[src/rtl/sb_fanout_fork.sv]
`default_nettype none
// ============================================================================
//  Module      : sb_fanout_fork
//  Description : Eager ready/valid fork for switch-box track fanout. One
//                upstream word stream is held in a 2-entry buffer and offered
//                to up to NUM_OUT consumer branches. Each branch handshakes
//                independently; the head word retires once every enabled
//                branch has taken it. in_ready is derived from registered
//                occupancy only, so no ready path runs combinationally from
//                the branches back to the upstream producer.
//
//  Ports       : CLK           clock, rising edge
//                ASYNCRESET    asynchronous active-high reset
//                config_en     per-branch enable (route select)
//                in_data       upstream word
//                in_valid      upstream valid
//                in_ready      upstream ready
//                out_data      head word, shared by all branches
//                out_valid     per-branch valid
//                out_ready     per-branch ready
//                stall_cycles  saturating count of head-blocked cycles
//                stall_clr     synchronous clear of stall_cycles
//
//  Revision    : 1.0  initial release
// ============================================================================
module sb_fanout_fork #(
  parameter int WIDTH   = 16,
  parameter int NUM_OUT = 7,
  parameter int STALL_W = 16
) (
  input  logic               CLK,
  input  logic               ASYNCRESET,
  input  logic [NUM_OUT-1:0] config_en,
  input  logic [WIDTH-1:0]   in_data,
  input  logic               in_valid,
  output logic               in_ready,
  output logic [WIDTH-1:0]   out_data,
  output logic [NUM_OUT-1:0] out_valid,
  input  logic [NUM_OUT-1:0] out_ready,
  output logic [STALL_W-1:0] stall_cycles,
  input  logic               stall_clr
);

  localparam logic [1:0] c_CNT_EMPTY = 2'd0;
  localparam logic [1:0] c_CNT_FULL  = 2'd2;

  // Storage and occupancy
  logic [WIDTH-1:0]   r_mem [2];
  logic               r_head;
  logic               r_tail;
  logic [1:0]         r_count;
  logic [NUM_OUT-1:0] r_served;
  logic [STALL_W-1:0] r_stall;

  // Handshake terms
  logic               w_nonempty;
  logic               w_push;
  logic               w_pop;
  logic [NUM_OUT-1:0] w_fire;
  logic [NUM_OUT-1:0] w_done;
  logic               w_all_done;

  assign w_nonempty = (r_count != c_CNT_EMPTY);

  // Reset is folded in so upstream never sees ready while the block is
  // being held in reset.
  assign in_ready   = (r_count != c_CNT_FULL) & ~ASYNCRESET;
  assign w_push     = in_valid & in_ready;

  assign out_data   = r_mem[r_head];
  assign out_valid  = {NUM_OUT{w_nonempty}} & config_en & ~r_served;
  assign w_fire     = out_valid & out_ready;

  // A branch no longer holds up the head when it is disabled, has already
  // taken the word, or is taking it this cycle. Disabled branches are
  // masked out here, so stale served bits on them never block retirement.
  assign w_done     = ~config_en | r_served | out_ready;
  assign w_all_done = &w_done;
  assign w_pop      = w_nonempty & w_all_done;

  // Entry storage carries no reset; contents are qualified by r_count.
  always_ff @(posedge CLK) begin
    if (w_push) begin
      r_mem[r_tail] <= in_data;
    end
  end

  // Pointers and occupancy. 1-bit pointers wrap 1 -> 0 on increment.
  always_ff @(posedge CLK or posedge ASYNCRESET) begin
    if (ASYNCRESET) begin
      r_head  <= 1'b0;
      r_tail  <= 1'b0;
      r_count <= c_CNT_EMPTY;
    end else begin
      if (w_push) begin
        r_tail <= ~r_tail;
      end
      if (w_pop) begin
        r_head <= ~r_head;
      end
      case ({w_push, w_pop})
        2'b10:   r_count <= r_count + 2'd1;
        2'b01:   r_count <= r_count - 2'd1;
        default: r_count <= r_count;
      endcase
    end
  end

  // Served tracking: a branch that fires is masked until the head retires,
  // which guarantees each branch sees each word exactly once.
  always_ff @(posedge CLK or posedge ASYNCRESET) begin
    if (ASYNCRESET) begin
      r_served <= '0;
    end else if (w_pop) begin
      r_served <= '0;
    end else if (w_nonempty) begin
      r_served <= r_served | w_fire;
    end
  end

  // Stall counter: counts cycles where a word is held but cannot retire.
  always_ff @(posedge CLK or posedge ASYNCRESET) begin
    if (ASYNCRESET) begin
      r_stall <= '0;
    end else if (stall_clr) begin
      r_stall <= '0;
    end else if (w_nonempty && !w_pop && !(&r_stall)) begin
      r_stall <= r_stall + 1'b1;
    end
  end

  assign stall_cycles = r_stall;

endmodule
`default_nettype wire

[config.mk]
export PLATFORM = sky130hd
export DESIGN_NAME = sb_fanout_fork
export DESIGN_NICKNAME = d
export VERILOG_FILES = /design/src/rtl/sb_fanout_fork.sv
export SDC_FILE = /design/constraint.sdc
export NUM_CORES = 1
export LEC_CHECK = 0
export ABC_AREA = 0
export BUFFER_PORTS_ARGS = -buffer_cell sky130_fd_sc_hd__buf_4
export CAP_MARGIN = 20
export CORE_MARGIN = 2
export CORE_UTILIZATION = 51
export DETAILED_ROUTE_END_ITERATION = 6
export PLACE_DENSITY = 0.78
export SKIP_CTS_REPAIR_TIMING = 1
export SLEW_MARGIN = 20
export SYNTH_ARGS = -nofsm -noshare
export SYNTH_HDL_FRONTEND = slang
export SYNTH_SLANG_ARGS = --single-unit
[constraint.sdc]
create_clock -name CLK -period 2.2 [get_ports CLK]
set_input_delay 0.11 -clock CLK [delete_from_list [all_inputs] [get_ports CLK]]
set_output_delay 0.11 -clock CLK [all_outputs]
set_load 0.02 [all_outputs]
==> results by group <==
Logic synthesis
  • Syn_area_per_cell: around 13 sq um
  • Prevailing post-synth register cell: edfxtp_1
  • Post-synthesis cell type count: slightly above 40
  • EDFF count, synth: 32
  • #FFs+latches synth: slightly below 60
  • Top-area cell type share of the netlist area: around 36%
  • Post-synth top cells: 32 x edfxtp_1, 27 x dfrtp_1, 25 x nor2_1
  • Top cells by area, synth: edfxtp_1 36%, dfrtp_1 26%, mux2_2 6.8%
  • Ys async rst share: between 40 and 50%
  • Syn Std Cell Area: approximately 2600 sq um
  • Synth Instances: 210
  • Sequential area share after synthesis: roughly 62%
  • Synthesis Warnings: 0
  • Syn_nets: approximately 250
  • Synth area leader: edfxtp_1
  • Most common cell in the netlist: edfxtp_1

Timing
  • Final hold viol count: 0
  • Fin Setup TNS: 0 ns
  • Fin crit share: ~89%
  • Worst Skew: approximately 0.0055 ns
  • Setup-failing EPs final: 0
  • Min Tclk post-route: approximately 2 ns
  • Pins Over Slew Limit: 0
  • Unrepaired setup endpoints after global routing: no
  • Worst-margin pin slew: slightly above 0.7 ns
  • Relative slew slack: a little over half
  • Final Worst Setup Slack: 0.250 ns
  • Peak Freq: about 510 MHz
  • Hold Worst Slack: 0.0482 ns

Placement
  • Input/output buffers: 73
  • Cells after DPL: 352
  • Setup WS pre-CTS: 0.262 ns
  • HPWL after detailed placement: between 3000 and 4000 microns
  • Gpl congestion: a little under 0.9
  • Placed Area: roughly 3300 sq um

Floorplanning
  • DIE HEIGHT: about 76 microns
  • CORE AREA: 5040 sq um
  • # rows: 26
  • Ports: 74
  • Die ar.: around 5800 sq um
  • Die Width: about 76 microns
  • Initial Utilization: 52.3%

Routing
  • DRT iter0 DRCs: between 80 and 90
  • WL final: approximately 5700 microns
  • Post-route ant nets: 0
  • Drt first pass iters: 4
  • Routed WL per cell: between 10 and 15 microns
  • DRC viols: 0
  • Via-per-instance ratio: ~5.4
  • Vias: between 2000 and 2500

Run
  • # Max-Cap Violations: 0

Power and ir drop
  • Sw frac: between 30 and 40%
  • Internal power: roughly 0.0024 W
  • Clock network power share: 21.3%
  • Max IR drop VDD: around 0.00070 V
  • Comb pwr share: between 30% and 40%
  • Reg power frac: a little over two fifths
  • LEAKAGE: ~1.5 nW
  • P_sw: ~0.0013 W
  • Power Density: roughly 1000 nW/um^2

Worst setup path
  • Critical path required time: about 2.5 ns
  • Element type at the critical path end: flop
  • CP Class: reg -> reg
  • Slowest stage delay, CP: roughly 0.48 ns
  • WP data arrival: about 2.2 ns
  • CP Cell Sequence: o32a_1 -> a31o_1 -> buf_4 -> or4_1 -> a21oi_1
  • Critical-path top delay cell: or4_1
  • Crit path launch type: flop
  • Critical Path Fanout Max: 14

Layout
  • Diode count: 0
  • Nets: 346
  • Post-route cell area: 3610 sq um
  • Post-Layout Cell Count: roughly 380
  • Layout cells sized above 1: a little under two fifths
  • Layout area overhead: 36.8%

Clock tree
  • Clock Path Buffers: 2
  • H-tree depth: 3
  • Total clock buffers created by CTS: 9
  • CTS tree: yes
  • Root Buffer: clkbuf_8
  • Clk slew on worst S/H paths: 0.06 ns
  • Clock Latency Late Sink: 0.32 ns
  • CTS Sinks: 59

Global route
  • Number of global-route vias before repair: 1964
  • Total grt overflow: 0
  • Antenna violations before repair: 0
  • Largest net degree at the start of global routing: 23
  • Gr usage total: 21.2%
  • First-pass GRT wire length: just under 10000 microns

Run status
  • Status: complete, no violations

Hold path
  • Min-Delay Path Class: in -> reg
-- flip-flops by register name, summed over array words and instances, names as in the netlist --
register,cells
r_count,2
r_tail,1
stall_cycles,16
r_served,7
r_head,1
r_mem,32
-- critical path, delay by kind of cell, from the launching register on --
family                 cells  cell delay (ns)
AND/OR/NAND/NOR            1             0.48
buffers and inverters      1             0.20
AO/OA/AOI/OAI              3             0.80
flip-flops                 1             0.40
-- metrics by stage --
step | util (%) | power [W]
after floorplan | - | 0.00241
after global placement | 65.0 | 0.00288
after detailed placement | 65.0 | 0.00293
after CTS | 68.2 | 0.00373
after global routing | 71.5 | 0.00396
final | 71.5 | 0.00372
-- power groups by stage --
stage	Clock (W)	Sequential (W)	Combinational (W)
floorplan	0	0.00151	0.000903
global route	0.000863	0.00159	0.00151
detailed placement	0	0.00158	0.00135
CTS	0.000817	0.00156	0.00136
finish	0.000792	0.00156	0.00137
global placement	0	0.00156	0.00132
-- worst paths after layout --
kind / start / endpoint / slack, ns / depth (start not counted)
hold / removal: out_ready[2] / r_served[2] / 0.05 / 3
hold reg to reg: r_tail / r_tail / 0.50 / 1
setup / recovery: r_served[3] / stall_cycles[11] / 0.25 / 5
min in group asynchronous: ASYNCRESET / r_served[0] / 0.30 / 3
setup reg to reg: r_served[3] / stall_cycles[11] / 0.25 / 5
max in group asynchronous: ASYNCRESET / stall_cycles[14] / 1.33 / 4
-- logic make-up after synthesis --
family | after synthesis | share of synthesized area [%]
AOI/OAI and AO/OA | 40 | 10.0
xor gates and xnor gates | 5 | 1.66
adders and majority gates | 2 | 0.949
buffers and inverters | 13 | 2.61
DFF | 59 | 62.0
muxes | 18 | 7.68
and+or+nand+nor | 73 | 15.0
-- layout make-up --
cell class,instances,area (sq um)
clock buffers,9,124
inverters,4,15.0
fillers,367,1440
well taps,70,87.6
flip-flops and latches,59,1640
repair buffers,98,778
clock inverters,6,33.8
multi-input cells,138,932
-- routing by layer --
layer  GRT usage, %  vias up  routed length (microns)
li1               -     1003                        -
met1           28.1      997                     2490
met2           33.7       72                     2820
met3           4.88       10                      309
met4           9.45        0                       87
met5              0        -                        0
-- layout by cell type (no fill, tap or decap), types with 3 or more instances in the layout --
master | synthesis | final
nand2_1 | 11 | 11
clkbuf_8 | 0 | 9
or4_1 | 8 | 8
o31ai_1 | 8 | 8
nor2_1 | 25 | 25
edfxtp_1 | 32 | 32
inv_1 | 4 | 4
clkinv_2 | 0 | 3
mux2_2 | 16 | 16
dfrtp_1 | 27 | 27
and4_4 | 3 | 3
a21oi_1 | 12 | 12
buf_4 | 1 | 81
nand4_1 | 4 | 4
a311oi_1 | 3 | 3
nand3_1 | 7 | 7
a31oi_1 | 9 | 9
xnor2_1 | 3 | 3
dlygate4sd3_1 | 0 | 17
(Power assumes the default switching activity.)
